<file path="src/rtl/rob_multiport.sv">
`default_nettype none
// ======================================================================
// rob_multiport : reorder buffer, N_CPL completion ports, in-order commit
//                 with exception flush.                         Rev 1.0
// ======================================================================
module rob_multiport #(
  parameter  int ROB_DEPTH = 16,
  parameter  int N_CPL     = 3,
  localparam int IDX_W     = $clog2(ROB_DEPTH),
  localparam int CNT_W     = $clog2(ROB_DEPTH + 1)
) (
  input  logic                   clk,
  input  logic                   reset,
  input  logic                   alloc_valid,
  output logic                   alloc_ready,
  input  logic [31:0]            alloc_pc,
  input  logic [31:0]            alloc_addr,
  input  logic [4:0]             alloc_rd,
  input  logic [2:0]             alloc_type,
  output logic [IDX_W-1:0]       alloc_idx,
  input  logic [N_CPL-1:0]       cpl_valid,
  input  logic [N_CPL*IDX_W-1:0] cpl_idx,
  input  logic [N_CPL*32-1:0]    cpl_value,
  input  logic [N_CPL*3-1:0]     cpl_exc,
  output logic                   commit_valid,
  input  logic                   commit_ready,
  output logic [31:0]            commit_value,
  output logic [4:0]             commit_rd,
  output logic [2:0]             commit_type,
  output logic [31:0]            commit_pc,
  output logic                   flush,
  output logic [31:0]            flush_pc,
  output logic [31:0]            flush_addr,
  output logic [2:0]             flush_exc,
  output logic [CNT_W-1:0]       count,
  output logic                   empty,
  output logic                   full
);

  logic [ROB_DEPTH-1:0] valid_q, valid_d;
  logic [ROB_DEPTH-1:0] complete_q, complete_d;
  logic [2:0]           exc_q   [ROB_DEPTH];
  logic [2:0]           exc_d   [ROB_DEPTH];
  logic [31:0]          value_q [ROB_DEPTH];
  logic [31:0]          value_d [ROB_DEPTH];
  logic [31:0]          pc_q    [ROB_DEPTH];
  logic [31:0]          addr_q  [ROB_DEPTH];
  logic [4:0]           rd_q    [ROB_DEPTH];
  logic [2:0]           type_q  [ROB_DEPTH];
  logic [IDX_W-1:0]     head_q, head_d;
  logic [IDX_W-1:0]     tail_q, tail_d;
  logic [CNT_W-1:0]     count_q, count_d;

  logic [IDX_W-1:0]     w_cpl_idx   [N_CPL];
  logic [31:0]          w_cpl_value [N_CPL];
  logic [2:0]           w_cpl_exc   [N_CPL];

  logic                 w_head_rdy;
  logic                 w_alloc_fire;
  logic                 w_commit_fire;

  for (genvar p = 0; p < N_CPL; p++) begin : g_cpl_unpack
    assign w_cpl_idx[p]   = cpl_idx[p*IDX_W +: IDX_W];
    assign w_cpl_value[p] = cpl_value[p*32 +: 32];
    assign w_cpl_exc[p]   = cpl_exc[p*3 +: 3];
  end

  // Depth need not be a power of two, so wrap is an explicit compare.
  function automatic logic [IDX_W-1:0] ptr_inc(input logic [IDX_W-1:0] ptr);
    return (ptr == IDX_W'(ROB_DEPTH - 1)) ? '0 : ptr + 1'b1;
  endfunction

  assign w_head_rdy    = valid_q[head_q] && complete_q[head_q];
  assign commit_valid  = w_head_rdy && (exc_q[head_q] == 3'b000);
  assign flush         = w_head_rdy && (exc_q[head_q] != 3'b000);
  assign full          = (count_q == CNT_W'(ROB_DEPTH));
  assign empty         = (count_q == '0);
  assign alloc_ready   = !full && !flush;
  assign alloc_idx     = tail_q;
  assign count         = count_q;
  assign w_alloc_fire  = alloc_valid && alloc_ready;
  assign w_commit_fire = commit_valid && commit_ready;

  assign commit_value  = value_q[head_q];
  assign commit_rd     = rd_q[head_q];
  assign commit_type   = type_q[head_q];
  assign commit_pc     = pc_q[head_q];
  assign flush_pc      = pc_q[head_q];
  assign flush_addr    = addr_q[head_q];
  assign flush_exc     = exc_q[head_q];

  always_comb begin
    valid_d    = valid_q;
    complete_d = complete_q;
    exc_d      = exc_q;
    value_d    = value_q;
    head_d     = head_q;
    tail_d     = tail_q;
    count_d    = count_q;

    // Descending port order lets the lowest-numbered port win a collision.
    for (int i = 0; i < ROB_DEPTH; i++) begin
      for (int p = N_CPL - 1; p >= 0; p--) begin
        if (cpl_valid[p] && (w_cpl_idx[p] == IDX_W'(i)) && valid_q[i]) begin
          complete_d[i] = 1'b1;
          exc_d[i]      = w_cpl_exc[p];
          value_d[i]    = w_cpl_value[p];
        end
      end
    end

    if (w_commit_fire) begin
      valid_d[head_q]    = 1'b0;
      complete_d[head_q] = 1'b0;
      head_d             = ptr_inc(head_q);
    end

    if (w_alloc_fire) begin
      valid_d[tail_q]    = 1'b1;
      complete_d[tail_q] = 1'b0;
      exc_d[tail_q]      = 3'b000;
      tail_d             = ptr_inc(tail_q);
    end

    if (w_alloc_fire && !w_commit_fire) begin
      count_d = count_q + 1'b1;
    end else if (!w_alloc_fire && w_commit_fire) begin
      count_d = count_q - 1'b1;
    end

    if (flush) begin
      valid_d    = '0;
      complete_d = '0;
      for (int i = 0; i < ROB_DEPTH; i++) begin
        exc_d[i] = 3'b000;
      end
      head_d  = '0;
      tail_d  = '0;
      count_d = '0;
    end
  end

  always_ff @(posedge clk) begin
    if (reset) begin
      valid_q    <= '0;
      complete_q <= '0;
      for (int i = 0; i < ROB_DEPTH; i++) begin
        exc_q[i] <= 3'b000;
      end
      head_q  <= '0;
      tail_q  <= '0;
      count_q <= '0;
    end else begin
      valid_q    <= valid_d;
      complete_q <= complete_d;
      exc_q      <= exc_d;
      head_q     <= head_d;
      tail_q     <= tail_d;
      count_q    <= count_d;
    end
  end

  // Payload carries no reset; entries are qualified by valid_q.
  always_ff @(posedge clk) begin
    value_q <= value_d;
    if (w_alloc_fire) begin
      pc_q[tail_q]   <= alloc_pc;
      addr_q[tail_q] <= alloc_addr;
      rd_q[tail_q]   <= alloc_rd;
      type_q[tail_q] <= alloc_type;
    end
  end

endmodule
`default_nettype wire

</file>
<file path="config.mk">
export PLATFORM = sky130hd
export DESIGN_NAME = rob_multiport
export DESIGN_NICKNAME = d
export VERILOG_FILES = /design/src/rtl/rob_multiport.sv
export SDC_FILE = /design/constraint.sdc
export NUM_CORES = 2
export LEC_CHECK = 0
export ABC_AREA = 1
export BUFFER_PORTS_ARGS = -buffer_cell sky130_fd_sc_hd__buf_2
export CORE_UTILIZATION = 42
export CTS_CLUSTER_DIAMETER = 60
export CTS_CLUSTER_SIZE = 25
export DETAILED_ROUTE_END_ITERATION = 8
export GPL_ROUTABILITY_DRIVEN = 0
export SYNTH_ARGS = -nofsm -noshare
export SYNTH_HDL_FRONTEND = slang
export SYNTH_SLANG_ARGS = --single-unit
</file>
<file path="constraint.sdc">
create_clock -name clk -period 15.1 [get_ports clk]
set_clock_uncertainty 0.05 [all_clocks]
set_input_delay 3.02 -clock clk [delete_from_list [all_inputs] [get_ports clk]]
set_output_delay 3.02 -clock clk [all_outputs]
set_load 0.05 [all_outputs]
</file>
---- Word-level counts from Yosys, hierarchy flattened ----
Memories as Yosys holds them, arrays and structs flattened. A register that Yosys moved wholly into a read port is not among the register bits.
Index checks and enable logic that the tools add are counted.
cells by class
  add/sub/neg operators ................... 4
  multipliers ............................. 0
  divide/modulo/power cells ............... 0
  $lt $le $gt $ge ......................... 7
  equal/unequal tests ..................... 48
  shift operators ......................... 0
  muxes and demuxes ....................... 179
  bitwise gates (word level) .............. 10
  reductions and logical operators ........ 135
operator list
  operator                                                    count
  two-way mux 32 bit                                          50
  two-way mux 3 bit                                           51
  binary-select mux 32 bit (select 4 bit)                     1
  logical AND 1 bit                                           107
  == test 4 bit, second input constant                        26
  two-way mux 16 bit                                          4
  two-way mux 1 bit                                           54
  nonzero test 3 bit                                          17
  bitwise AND 16 bit                                          3
  bitwise AND 48 bit                                          1
  == test 4 x 3 -> 1 bit, second input constant               12
  two-way mux 48 bit                                          1
  inverter 48 bit                                             1
  two-way mux 4 bit                                           10
  inverter 16 bit                                             2
  == test 4 x 2 -> 1 bit, second input constant               6
  OR 16 bit                                                   1
  binary-select mux 3 bit (select 4 bit)                      1
  demux 3 bit (select 4 bit)                                  1
  == test 4 x 1 -> 1 bit, second input constant               3
  zero test 4 bit                                             3
  greater-or-equal comparator 5 bit, second input constant    2
  less-than comparator 4 x 5 -> 1 bit, second input constant  2
  two-way mux 5 bit                                           2
  14 further kinds                                            22
word-level totals
  register bits after elaboration ......... 605
  latch bits .............................. 0
  memory bits (writable) .................. 1152
  bits in read-only memories .............. 0
  memories ................................ 4
memories
  memory  words  width  read ports  clocked after Yosys merged registers in  wr ports  line  RTL
  addr_q  16     32     1           1                                        1         47    logic [31:0] addr_q [ROB_DEPTH];
  pc_q    16     32     1           1                                        1         46    logic [31:0] pc_q [ROB_DEPTH];
  rd_q    16     5      1           1                                        1         48    logic [4:0] rd_q [ROB_DEPTH];
  type_q  16     3      1           1                                        1         49    logic [2:0] type_q [ROB_DEPTH];

---- Logic depth before layout (Yosys ltp) ----
  word-level depth ........................ 13
  depth in mapped cells ................... 27

---- Least setup slack after synthesis ----
OpenSTA, ideal clock, no wires.
  path type ............................... in2reg
  start ................................... input alloc_valid
  end ..................................... memory addr_q[14][0] (enable)
  data arrival time ....................... 6.311 ns
  setup slack ............................. 8.235 ns
  stages on the path ...................... 3
  path through ............................ nand3_2 buf_2 nor2_1
between the ends
  cells in the longest elaborated chain, start to end .. 3
RTL lines
  element                                  line  RTL
  from (decl)                              14    input logic alloc_valid,
  logical AND 1 bit                        81    assign w_alloc_fire = alloc_valid && alloc_ready;
  two-way mux 1 bit                        166   if (w_alloc_fire) begin
  two-way mux 1 bit (implied by the code)  168   addr_q[tail_q] <= alloc_addr;
  to (decl)                                47
No other way between the ends.

---- Worst setup path after layout ----
  start ................................... register head_q[0]
  end ..................................... output commit_value[25]
between the ends
  cells in the longest elaborated chain, start to end .. 4
RTL lines
  element                                                line  RTL
  from (decl)                                            50    logic [IDX_W-1:0] head_q, head_d;
  from (signal assigned)                                 150   head_q <= '0;
  from (signal assigned)                                 157   head_q <= head_d;
  inverter 4 -> 5 bit (implied by the code)              84    assign commit_value = value_q[head_q];
  binary-select mux 32 bit (select 4 bit)                84
  two-way mux 32 bit (implied by the code) (2 in a row)  84
  to (decl)                                              27    output logic [31:0] commit_value,
No other way between the ends. The select of a mux whose other input is x is not followed.

==> results_dict.tcl <==
set metrics [dict create \
    status "completed" \
    htreeDepth 4 \
    numCtsBuffers 137 \
    area_delta_synth_final_pct 9.66 \
    cp-start-kind "register" \
    postCtsSetupBuffers 0 \
    holdWs_ns 0.463 \
    critical_path_buf_inv_count 4 \
    clk_pin_slew_ns 0.06 \
    worst_pin_slew_ns 1.26 \
    hold_path.startpoint "count[0]" \
    grt_pass1_vias 56832 \
    cts-root-buf "clkbuf_16" \
    r2r_start "head_q[0]" \
    clk_path_buf_depth 3 \
    synth_seq_area_share_pct 63.5 \
    grt_max_degree 211 \
    p_leak_uw 0.0290 \
    critical_path.top_delay_family "buffers and inverters" \
    antenna_left 0 \
    fin_crit_sh_pct 54.1 \
    syn_inst 7526 \
    synth_top_area_share_pct 61.1 \
    cp.required_ns 12.03 \
    dieArea_um2 196000 \
    r2r_end "rd_q[1][3]" \
    dr.pass1.iters 8 \
    synth_top_cell_by_area "edfxtp_1" \
    io_pins 349 \
    post-route-min-period_ns 8.17 \
    cp.arrival_ns 5.10 \
    rsz0062_at_grt "no" \
    cp_common_cell "buf_4" \
    die_h_um 443 \
    synth.net_count 7736 \
    max-cap-violations 0 \
    holdPathStages 2 \
    holdBufCountCts 0 \
    clock_latency_ns 0.81 \
    cts_resized 0 \
    synth-main-ff-cell "edfxtp_1" \
    die_width_um 443 \
    vias 61162 \
    async_reset_ff_share_pct 0 \
    synth-seq-cells 1761 \
    synth_area_leaders "edfxtp_1, o211ai_1, o21ai_0" \
    synth_edf_count 1664 \
    syn_avg_cell_area_um2 10.9 \
    grtUsageTotal_pct 26.4 \
    grt_pass1_wl_um 384000 \
    gr-total-overflow 0 \
    portBuffers 348 \
    syn_area_um2 81700 \
    wl_um 268000 \
    drive_above_1_share_pct 10.7 \
    hpwl_um 136000 \
    core_area_um2 193000 \
    worst_ir_drop_vdd_mv 0.125 \
    final_max_slew_viol_count 0 \
    drc 0 \
    slowest_stage "buf_4" \
    path_class "reg -> out" \
    relSlewSlack_pct 15.8 \
    path_cells "inv_8, buf_4, buf_4, o21ai_0, o22ai_1, nand2_1, nand4_1, buf_2" \
    hold_violations 0 \
    placementRows 161 \
    drt-vias-per-instance 6.08 \
    fin_tns_setup_ns 0 \
    cts_tree "yes" \
    ff2ff_setup_slack_ns 8.92 \
    p_per_area_nw_per_um2 111 \
    nets 7610 \
    max_stage_delay_ns 0.81 \
    ys_warn_count 0 \
    initial_core_util_pct 42.4 \
    cts.sinks 1761 \
    critPathMaxFanout 145 \
    max_freq_ghz 0.122 \
    antenna_found_initial 54 \
    reg2regPathDepth 14 \
    endpoint_kind "output port" \
    yosysUniqueCellTypes 37 \
    min_path_type "reg -> reg" \
    drt_iter0_drc 7674 \
    finalSetupViolCount 0 \
    min_to "count[0]" \
    wl_per_cell_um 26.6 \
]
## flip-flops by register name, indices dropped and copies added (netlist names), named ones only
signal and cells:
head_q 4, alloc_idx 4, rd_q 80, valid_q 16, count 5, exc_q 48, pc_q 512, complete_q 16
type_q 48, addr_q 512, value_q 512
## Yosys cell counts, drive strengths merged (97+ instances only)
master / n
buf: 140
o211ai: 774
dfxtp: 97
inv: 499
o21ai: 1161
clkbuf: 591
nand3: 188
mux2i: 288
nand2: 912
o22ai: 144
edfxtp: 1664
a21oi: 499
nor2: 443
## per-stage QoR
stage	std cells	total power (uW)	utilization (%)	instance area (um2)	setup slack, ns
floorplan	7526	5930	-	81700	8.24
global placement	9787	6130	43.9	84800	7.90
detailed placement	9787	6150	43.9	84800	7.86
CTS	10039	10000	46.4	89600	6.97
global route	10051	10200	46.4	89600	6.74
finish	10060	9950	46.4	89600	6.93
## placed cells by master (no fill, tap or decap), drive strengths merged, types with 5 or more instances in the layout
cell / synthesis / routed
a21oi: 499 / 499
o211ai: 774 / 774
edfxtp: 1664 / 1664
inv: 499 / 553
clkinvlp: 0 / 8
clkbuf: 591 / 150
o221ai: 11 / 11
bufinv: 0 / 10
a211oi: 5 / 5
nand4: 38 / 38
nand2: 912 / 912
ha: 13 / 13
nor2: 443 / 443
buf: 140 / 466
o21ai: 1161 / 1161
dfxtp: 97 / 97
clkinv: 12 / 42
nor3: 35 / 35
diode: 0 / 21
nand3: 188 / 188
mux2i: 288 / 288
o22ai: 144 / 144
## power breakdown
part           internal (uW)  leakage (uW)  switching (uW)  total [uW]
clock network           1970       0.00232            1950        3920
registers               5400        0.0158            18.0        5420
logic                    145        0.0109             472         617
total                   7520        0.0290            2440        9950
## worst min-delay path, delay by kind of cell, from the launching register on
family	cells	cell delay, ns
AND/OR/NAND/NOR	1	0.07
AO/OA/AOI/OAI	1	0.05
flip-flops	1	0.35
## worst max path at each step
stage,start,endpoint,cells past startpoint
final,head_q[0],commit_value[25],8
after global routing,head_q[0],commit_value[25],8
after CTS,head_q[0],commit_value[25],8
after detailed placement,head_q[0],commit_value[25],8
after global placement,head_q[0],commit_value[25],8
after floorplan,alloc_valid,addr_q[14][0],3
## kinds of logic (layout without fill, tap and decap cells)
family / Yosys count / in the layout / synth area share (%)
buffers and inverters: 1242 / 1229 / 6.02
AOI/OAI and AO/OA: 2597 / 2597 / 18.6
muxes: 288 / 288 / 3.53
other: 0 / 21 / 0
xor gates and xnor gates: 5 / 5 / 0.0536
and+or+nand+nor: 1619 / 1619 / 8.10
adders and majority gates: 14 / 14 / 0.224
DFF: 1761 / 1761 / 63.5
## final cells by class
class / instances / area [um2]
Timing Repair Buffer: 466 / 2680
Fill cell: 17615 / 103000
Clock inverter: 102 / 1230
Clock buffer: 150 / 3560
Multi-Input combinational cell: 4523 / 25100
Antenna cell: 21 / 52.6
Sequential cell: 1761 / 51900
Tap cell: 2526 / 3160
Inverter: 511 / 1940
## layer usage
| layer | up-vias | GRT usage (%) | part of all wire, % | routed length (um) |
|---|---|---|---|---|
| met3 | 791 | 4.71 | 8.9 | 23700 |
| met5 | - | 0 | 0.092 | 247 |
| met1 | 29846 | 33.1 | 38 | 101000 |
| met4 | 38 | 13.7 | 5.6 | 15000 |
| li1 | 27228 | - | - | - |
| met2 | 3259 | 43.7 | 48 | 127000 |
No activity file was read; power rests on OpenSTA's default activity.
